## config.mk

```make
export PLATFORM = sky130hd
export DESIGN_NAME = csr_port_arbiter
export DESIGN_NICKNAME = d
export VERILOG_FILES = /design/src/rtl/csr_port_arbiter_pkg.sv /design/src/rtl/csr_rr_pick.sv /design/src/rtl/csr_port_arbiter.sv
export SDC_FILE = /design/constraint.sdc
export NUM_CORES = 1
export LEC_CHECK = 0
export ABC_CLOCK_PERIOD_IN_PS = 3300
export CORE_UTILIZATION = 38
export CTS_CLUSTER_SIZE = 30
export DETAILED_ROUTE_END_ITERATION = 8
export PLACE_DENSITY = 0.81
export SLEW_MARGIN = 20
export SYNTH_ARGS = -nofsm -noshare
export SYNTH_HDL_FRONTEND = slang
export SYNTH_SLANG_ARGS = --single-unit
```

## constraint.sdc

```tcl
create_clock -name clk -period 3.3 [get_ports clk]
set_clock_uncertainty 0.1 [all_clocks]
set_input_delay 0.66 -clock clk [delete_from_list [all_inputs] [get_ports clk]]
set_output_delay 0.66 -clock clk [all_outputs]
set_load 0.05 [all_outputs]
```

## src/rtl/csr_port_arbiter_pkg.sv

```systemverilog
// Shared types and constants for the CSR port arbiter and its 2-way grant picker.
// Holds the FSM encoding, the read-only CSR prefix and a few well-known CSR addresses.
package csr_port_arbiter_pkg;

  typedef enum logic [1:0] {
    IDLE   = 2'd0,
    ACCESS = 2'd1,
    RESP   = 2'd2
  } arb_state_t;

  localparam logic [1:0]  CSR_RO_PREFIX = 2'b11;

  localparam logic [11:0] MCYCLE    = 12'hB00;
  localparam logic [11:0] MCYCLEH   = 12'hB80;
  localparam logic [11:0] MVENDORID = 12'hF11;
  localparam logic [11:0] MARCHID   = 12'hF12;

endpackage

```

## src/rtl/csr_rr_pick.sv

```systemverilog
// 2-way grant picker: one-hot grant, round-robin on ties (or port 0 in fixed mode).
// Latency: purely combinational; no backpressure, the caller qualifies the grant.
module csr_rr_pick
  import csr_port_arbiter_pkg::*;
(
  input  logic [1:0] valid,
  input  logic       last_grant,
  input  logic       rr_mode,
  output logic [1:0] grant
);

  always_comb begin
    grant = 2'b00;
    case (valid)
      2'b01:   grant = 2'b01;
      2'b10:   grant = 2'b10;
      // Tie: the port that did not win last time goes next.
      2'b11:   grant = (rr_mode && !last_grant) ? 2'b10 : 2'b01;
      default: grant = 2'b00;
    endcase
  end

endmodule

```

## src/rtl/csr_port_arbiter.sv

```systemverilog
// Serializes two requesters onto one CSR file port (IDLE -> ACCESS -> RESP); optional CSR_ARB_RO_CHECK_EN.
// Latency: accept N, CSR access N+1, response from N+2; no accept outside IDLE, response held until resp_ready.
module csr_port_arbiter
  import csr_port_arbiter_pkg::*;
#(
  parameter int ADDR_W     = 12,
  parameter int DATA_W     = 32,
  parameter bit RR_EN_INIT = 1'b1
) (
  input  logic                clk,
  input  logic                rst,
  input  logic [1:0]          req_valid,
  output logic [1:0]          req_ready,
  input  logic [1:0]          req_wen,
  input  logic [2*ADDR_W-1:0] req_addr,
  input  logic [2*DATA_W-1:0] req_wdata,
  output logic [1:0]          resp_valid,
  input  logic [1:0]          resp_ready,
  output logic [DATA_W-1:0]   resp_rdata,
  output logic                resp_err,
  output logic                csr_wen,
  output logic [ADDR_W-1:0]   csr_addr,
  output logic [DATA_W-1:0]   csr_wdata,
  input  logic [DATA_W-1:0]   csr_rdata,
  output logic                busy
);

  arb_state_t          state, state_nx;
  logic [1:0]          grant;
  logic                hs;
  logic                sel;
  logic                rr_mode;
  logic                owner;
  logic                last_grant;
  logic                cap_wen;
  logic [ADDR_W-1:0]   cap_addr;
  logic [DATA_W-1:0]   cap_wdata;
  logic [DATA_W-1:0]   rdata_q;
  logic                ro_hit;

  assign rr_mode = RR_EN_INIT;

  csr_rr_pick u_pick (
    .valid      (req_valid),
    .last_grant (last_grant),
    .rr_mode    (rr_mode),
    .grant      (grant)
  );

  assign hs  = |(req_valid & req_ready);
  assign sel = req_ready[1];

`ifdef CSR_ARB_RO_CHECK_EN
  logic err_q;

  // Writes into the read-only CSR space are dropped and flagged.
  assign ro_hit   = cap_wen && (cap_addr[ADDR_W-1 -: 2] == CSR_RO_PREFIX);
  assign resp_err = err_q;

  always_ff @(posedge clk or negedge rst) begin
    if (!rst)                 err_q <= 1'b0;
    else if (state == ACCESS) err_q <= ro_hit;
  end
`else
  assign ro_hit   = 1'b0;
  assign resp_err = 1'b0;
`endif

  always_ff @(posedge clk or negedge rst) begin
    if (!rst) state <= IDLE;
    else      state <= state_nx;
  end

  always_comb begin
    state_nx   = state;
    req_ready  = 2'b00;
    resp_valid = 2'b00;
    csr_wen    = 1'b0;
    csr_addr   = '0;
    csr_wdata  = '0;
    busy       = 1'b1;
    case (state)
      IDLE: begin
        busy      = 1'b0;
        req_ready = grant;
        if (hs) state_nx = ACCESS;
      end
      ACCESS: begin
        // The CSR port is only driven here so the file never sees a stray write.
        csr_wen   = cap_wen && !ro_hit;
        csr_addr  = cap_addr;
        csr_wdata = cap_wdata;
        state_nx  = RESP;
      end
      RESP: begin
        resp_valid = owner ? 2'b10 : 2'b01;
        if (resp_ready[owner]) state_nx = IDLE;
      end
      default: state_nx = IDLE;
    endcase
  end

  always_ff @(posedge clk or negedge rst) begin
    if (!rst) begin
      owner      <= 1'b0;
      last_grant <= 1'b1;
      cap_wen    <= 1'b0;
      cap_addr   <= '0;
      cap_wdata  <= '0;
      rdata_q    <= '0;
    end else begin
      if (hs) begin
        owner      <= sel;
        last_grant <= sel;
        cap_wen    <= req_wen[sel];
        cap_addr   <= sel ? req_addr[2*ADDR_W-1:ADDR_W] : req_addr[ADDR_W-1:0];
        cap_wdata  <= sel ? req_wdata[2*DATA_W-1:DATA_W] : req_wdata[DATA_W-1:0];
      end
      // Sampled before the write lands: the requester sees the old value.
      if (state == ACCESS) rdata_q <= csr_rdata;
    end
  end

  assign resp_rdata = rdata_q;

endmodule
```

Word-level counts from Yosys, hierarchy flattened
Cells that the tools add are included.
Word-level totals
  flip-flop bits (word level): 81
  input port bits: 128
  output and inout port bits: 83
  logic and storage cells: 38
Cells by class
  order comparisons: 2
  equal/unequal tests: 7
  multiplexer cells: 18
  bitwise gates (word level): 1
  reduce and logical (&&, ||, !) cells: 3
Operators with widths (count)
  $mux W32: 2
  $mux W12: 2
  $mux W2: 6
  $pmux W2 S3: 2
  $eq A2 B2 Y1 const B: 3
  $mux W1: 6
  $eq A2 B1 Y1 const B: 2
  $lt A1 B2 Y1 const B: 2
  $ne A2 B2 Y1 const B: 2
  $and A2 B2 Y2: 1
  $logic_not A2 Y1: 1
  $reduce_and A2 Y1: 1
  $reduce_or A2 Y1: 1

Longest topological paths before layout
  depth after elaboration: 7
  mapped depth: 6
  mapped depth without buffers: 3

Cells and area by module
From an unflattened synthesis, not the netlist that was laid out.
Second synthesis, totals
  cell total of the unflattened synthesis: 290
  area, all modules: 4073.9 um2
Modules (own cells, without submodules)
  csr_port_arbiter: instances 1, cells each 286, area an instance 4043.9 um2, sequential area each 2028.2 um2
  csr_rr_pick: instances 1, cells each 4, area an instance 30.0 um2, sequential area each 0.0 um2

Worst setup path after synthesis
No wires, ideal clock.
  path kind: input port to output port
  start point: in req_valid[1]
  end point: out req_ready[0]
  arrival time: 1.794 ns
  required time: 2.540 ns
  slack: 0.746 ns
  stages: 5
  buffers on the path: 2
  cell sequence: nand2b_1 > buf_6 > buf_2 > nand2_1 > nor2_1
Between the ends
  cells in the longest elaborated chain, start to end: 3
  elaborated cells between the ends (all ways): 5
  classes of those cells: 3 x eq/ne; 2 x mux
RTL lines
  start: declaration: line csr_port_arbiter.sv:12  | input logic [1:0] req_valid,
  $eq A2 B2 Y1 or $eq A2 B1 Y1 (tied branches): line csr_rr_pick.sv:14  | case (valid)
  $pmux W2 S3 (*): line csr_rr_pick.sv:14
  $mux W2 (*): line csr_port_arbiter.sv:82  | case (state)
  end: declaration: line csr_port_arbiter.sv:13  | output logic [1:0] req_ready,
Mark *: on every way between the ends. The rest lies on a longest branch, timed or not.

Final worst setup path
  start point: reg state[1]
  end point: out csr_wdata[18]
Between the ends
  cells in the longest elaborated chain, start to end: 2
RTL lines
  start: declaration: line csr_port_arbiter.sv:28  | arb_state_t state, state_nx;
  start signal: assignment: line csr_port_arbiter.sv:71  | else state <= state_nx;
  $eq A2 B1 Y1: line csr_port_arbiter.sv:82
  $mux W32: line csr_port_arbiter.sv:82
  end: declaration: line csr_port_arbiter.sv:23  | output logic [DATA_W-1:0] csr_wdata,
Every way passes these cells.

==> out/metrics.yaml <==
drc: 0
via_per_inst: 5.60
n_antenna_cell: 0
path_class: "reg2out"
worstPathArrival_ns: 2.22
drv_slew: 0
grt_pass1_wl_um: 19900
die_area_um2: 11700
cts_buffers: 9
most-common-layout-cells: "clkdlybuf4s50_1, dfrtp_1, and2_1, o21ai_0, a311oi_1"
post_drt_wl_per_cell_um: 18.7
num_rows: 38
clock-sinks: 81
post-cts-setup-buffers: 0
synth_seq_cells: 81
p_sw_mw: 3.40
antenna_found_initial: 0
nNetsFinal: 673
p_int_mw: 3.77
relSlewSlack: 0.512
cts.clk_slew.worst_paths_ns: 0.09
firstDrtPassIters: 6
yosysUniqueCellTypes: 26
cts_tree: "built"
seqPwrFrac: 0.251
endpoint_kind: "primary output"
r2r-start: "state[1]$_DFFE_PN0P_"
combPwrFrac: 0.648
track_usage: 0.222
placed_area_um2: 6400
max_cap_violations: 0
top_layer_used: "met4"
crit_start: "state[1]$_DFFE_PN0P_"
syn_area_um2: 4280
worstPathRequired_ns: 2.54
tightest_slew_ns: 0.732
fill_cells: 925
rsz0062_at_grt: "no"
holdBufCountCts: 0
first_global_vias: 4011
port_buffers: 209
layout_setup_ws_ns: 0.316
dr_wl_met2_um: 6450
critPathLaunchType: "register"
drive_gt1_frac: 0.185
detailed_place_hpwl_um: 8890
p_leak_nw: 2.47
peakVddDrop_v: 0.000613
p_per_area_nw_per_um2: 1090
cts_resized: 0
drt.antenna.violating_nets: 0
clock_path_buffers: 2
wl_met1_um: 5000
synth-seq-area-share: 0.474
fmax_mhz: 335
fp.dieH_um: 108
hold_viol: 0
setup_viol: 0
layout_commonest_cell: "clkdlybuf4s50_1"
period_share: 0.904
critPathMaxFanout: 36
synth_warnings: 0
clk_latency_ns: 0.34
r2r_slack_ns: 1.28
p_clk_frac: 0.101
grt_max_degree: 82
gp_congestion: 0.797
io_pins: 211
swShare: 0.474
syn_avg_cell_area_um2: 12.0
finalSetupTns_ns: 0
dr_total_vias: 3865
dp_slack_ns: 0.703
areaGrowthSynthToFinish_pct: 54.3
drt_iter0_drc: 163
overflow: 0
status: "complete, no violations"
postLayoutCellArea_um2: 6600
dieWidth_um: 108
drt_wl_total_um: 12900
dr_wl_met3_um: 1030
synthCells: 357
coreArea_um2: 10900
start_util: 0.393
root_buffer: "clkbuf_8"
final.min_clock_period_ns: 2.98
htreeDepth: 3
syn_nets: 485
hp-class: "in2async"
per-stage QoR:
step / utilization / instances / power [mW] / hold WS [ns]
final: 0.606 / 690 / 7.17 / 0.245
after global routing: 0.606 / 690 / 7.54 / 0.295
after CTS: 0.606 / 690 / 7.22 / 0.401
after detailed placement: 0.588 / 674 / 6.49 / 0.378
after global placement: 0.588 / 674 / 6.37 / 0.369
after floorplan: - / 357 / 5.08 / 0.264
metal layers:
metal / track usage / vias up
met3: 0.0482 / 38
met2: 0.393 / 211
li1: - / 1719
met5: 0 / -
met1: 0.252 / 1897
met4: 0.107 / 0
sequential cells by signal (all words and copies together), names as in the netlist:
register and count:
cap_addr 12, cap_wdata 32, cap_wen 1, last_grant 1
owner 1, resp_rdata 32, state 2
worst max-delay path, cell delays in order, from the launching register on:
cell,delay [ns]
dfrtp_1,0.42
nor2b_4,0.12
buf_4,0.34
and2_1,0.19
clkdlybuf4s50_1,0.80
synth_stat cells, drive strengths merged:
cell type / n / area share
dfrtp: 80 / 0.47
o21ai: 47 / 0.055
and2: 46 / 0.067
a2bb2oi: 45 / 0.12
a311oi: 45 / 0.12
mux2: 33 / 0.087
buf: 32 / 0.047
clkbuf: 12 / 0.011
nor2: 5 / 0.0079
inv: 2 / 0.0018
nand2b: 2 / 0.0029
nor2b: 2 / 0.0029
conb: 1 / 0.00088
dfstp: 1 / 0.0061
nand2: 1 / 0.00088
o21bai: 1 / 0.0018
o22a: 1 / 0.0020
or2: 1 / 0.0015
power groups by stage:
stage,clock [mW],sequential (mW),combinational (mW)
3_3_place_gp,0,1.80,4.57
2_1_floorplan,0,2.45,2.63
5_1_grt,0.795,1.87,4.87
6_report,0.726,1.80,4.65
4_1_cts,0.742,1.80,4.68
3_5_place_dp,0,1.82,4.67
cells by family (layout without fill, tap and decap cells):
| kind of cell | Yosys count | count (layout) | synth area share |
|---|---|---|---|
| buf+inv | 46 | 239 | 0.0588 |
| compound gates | 139 | 139 | 0.296 |
| simple gates | 57 | 57 | 0.0834 |
| flops | 81 | 81 | 0.474 |
| mux | 33 | 33 | 0.0869 |
| other cells | 1 | 1 | 0.000877 |
worst paths after layout:
path / to / cells past startpoint
max: csr_wdata[18] / 4
min: cap_wdata[14]$_DFFE_PN0P_ / 1
max reg2reg: cap_addr[0]$_DFFE_PN0P_ / 4
min reg2reg: resp_rdata[6]$_DFFE_PN0N_ / 1
max in group asynchronous: resp_rdata[28]$_DFFE_PN0N_ / 1
min in group clk: resp_rdata[6]$_DFFE_PN0N_ / 1
cell type report:
type / count / area [um^2] / area share
repair buffers: 221 / 2180 / 0.331
inverters: 2 / 7.51 / 0.00114
well taps: 140 / 175 / 0.0266
flip-flops and latches: 81 / 2030 / 0.307
clock buffers: 11 / 141 / 0.0214
multi-input cells: 230 / 2010 / 0.305
clock inverters: 5 / 55.1 / 0.00834
No activity file was read; power rests on OpenSTA's default activity.
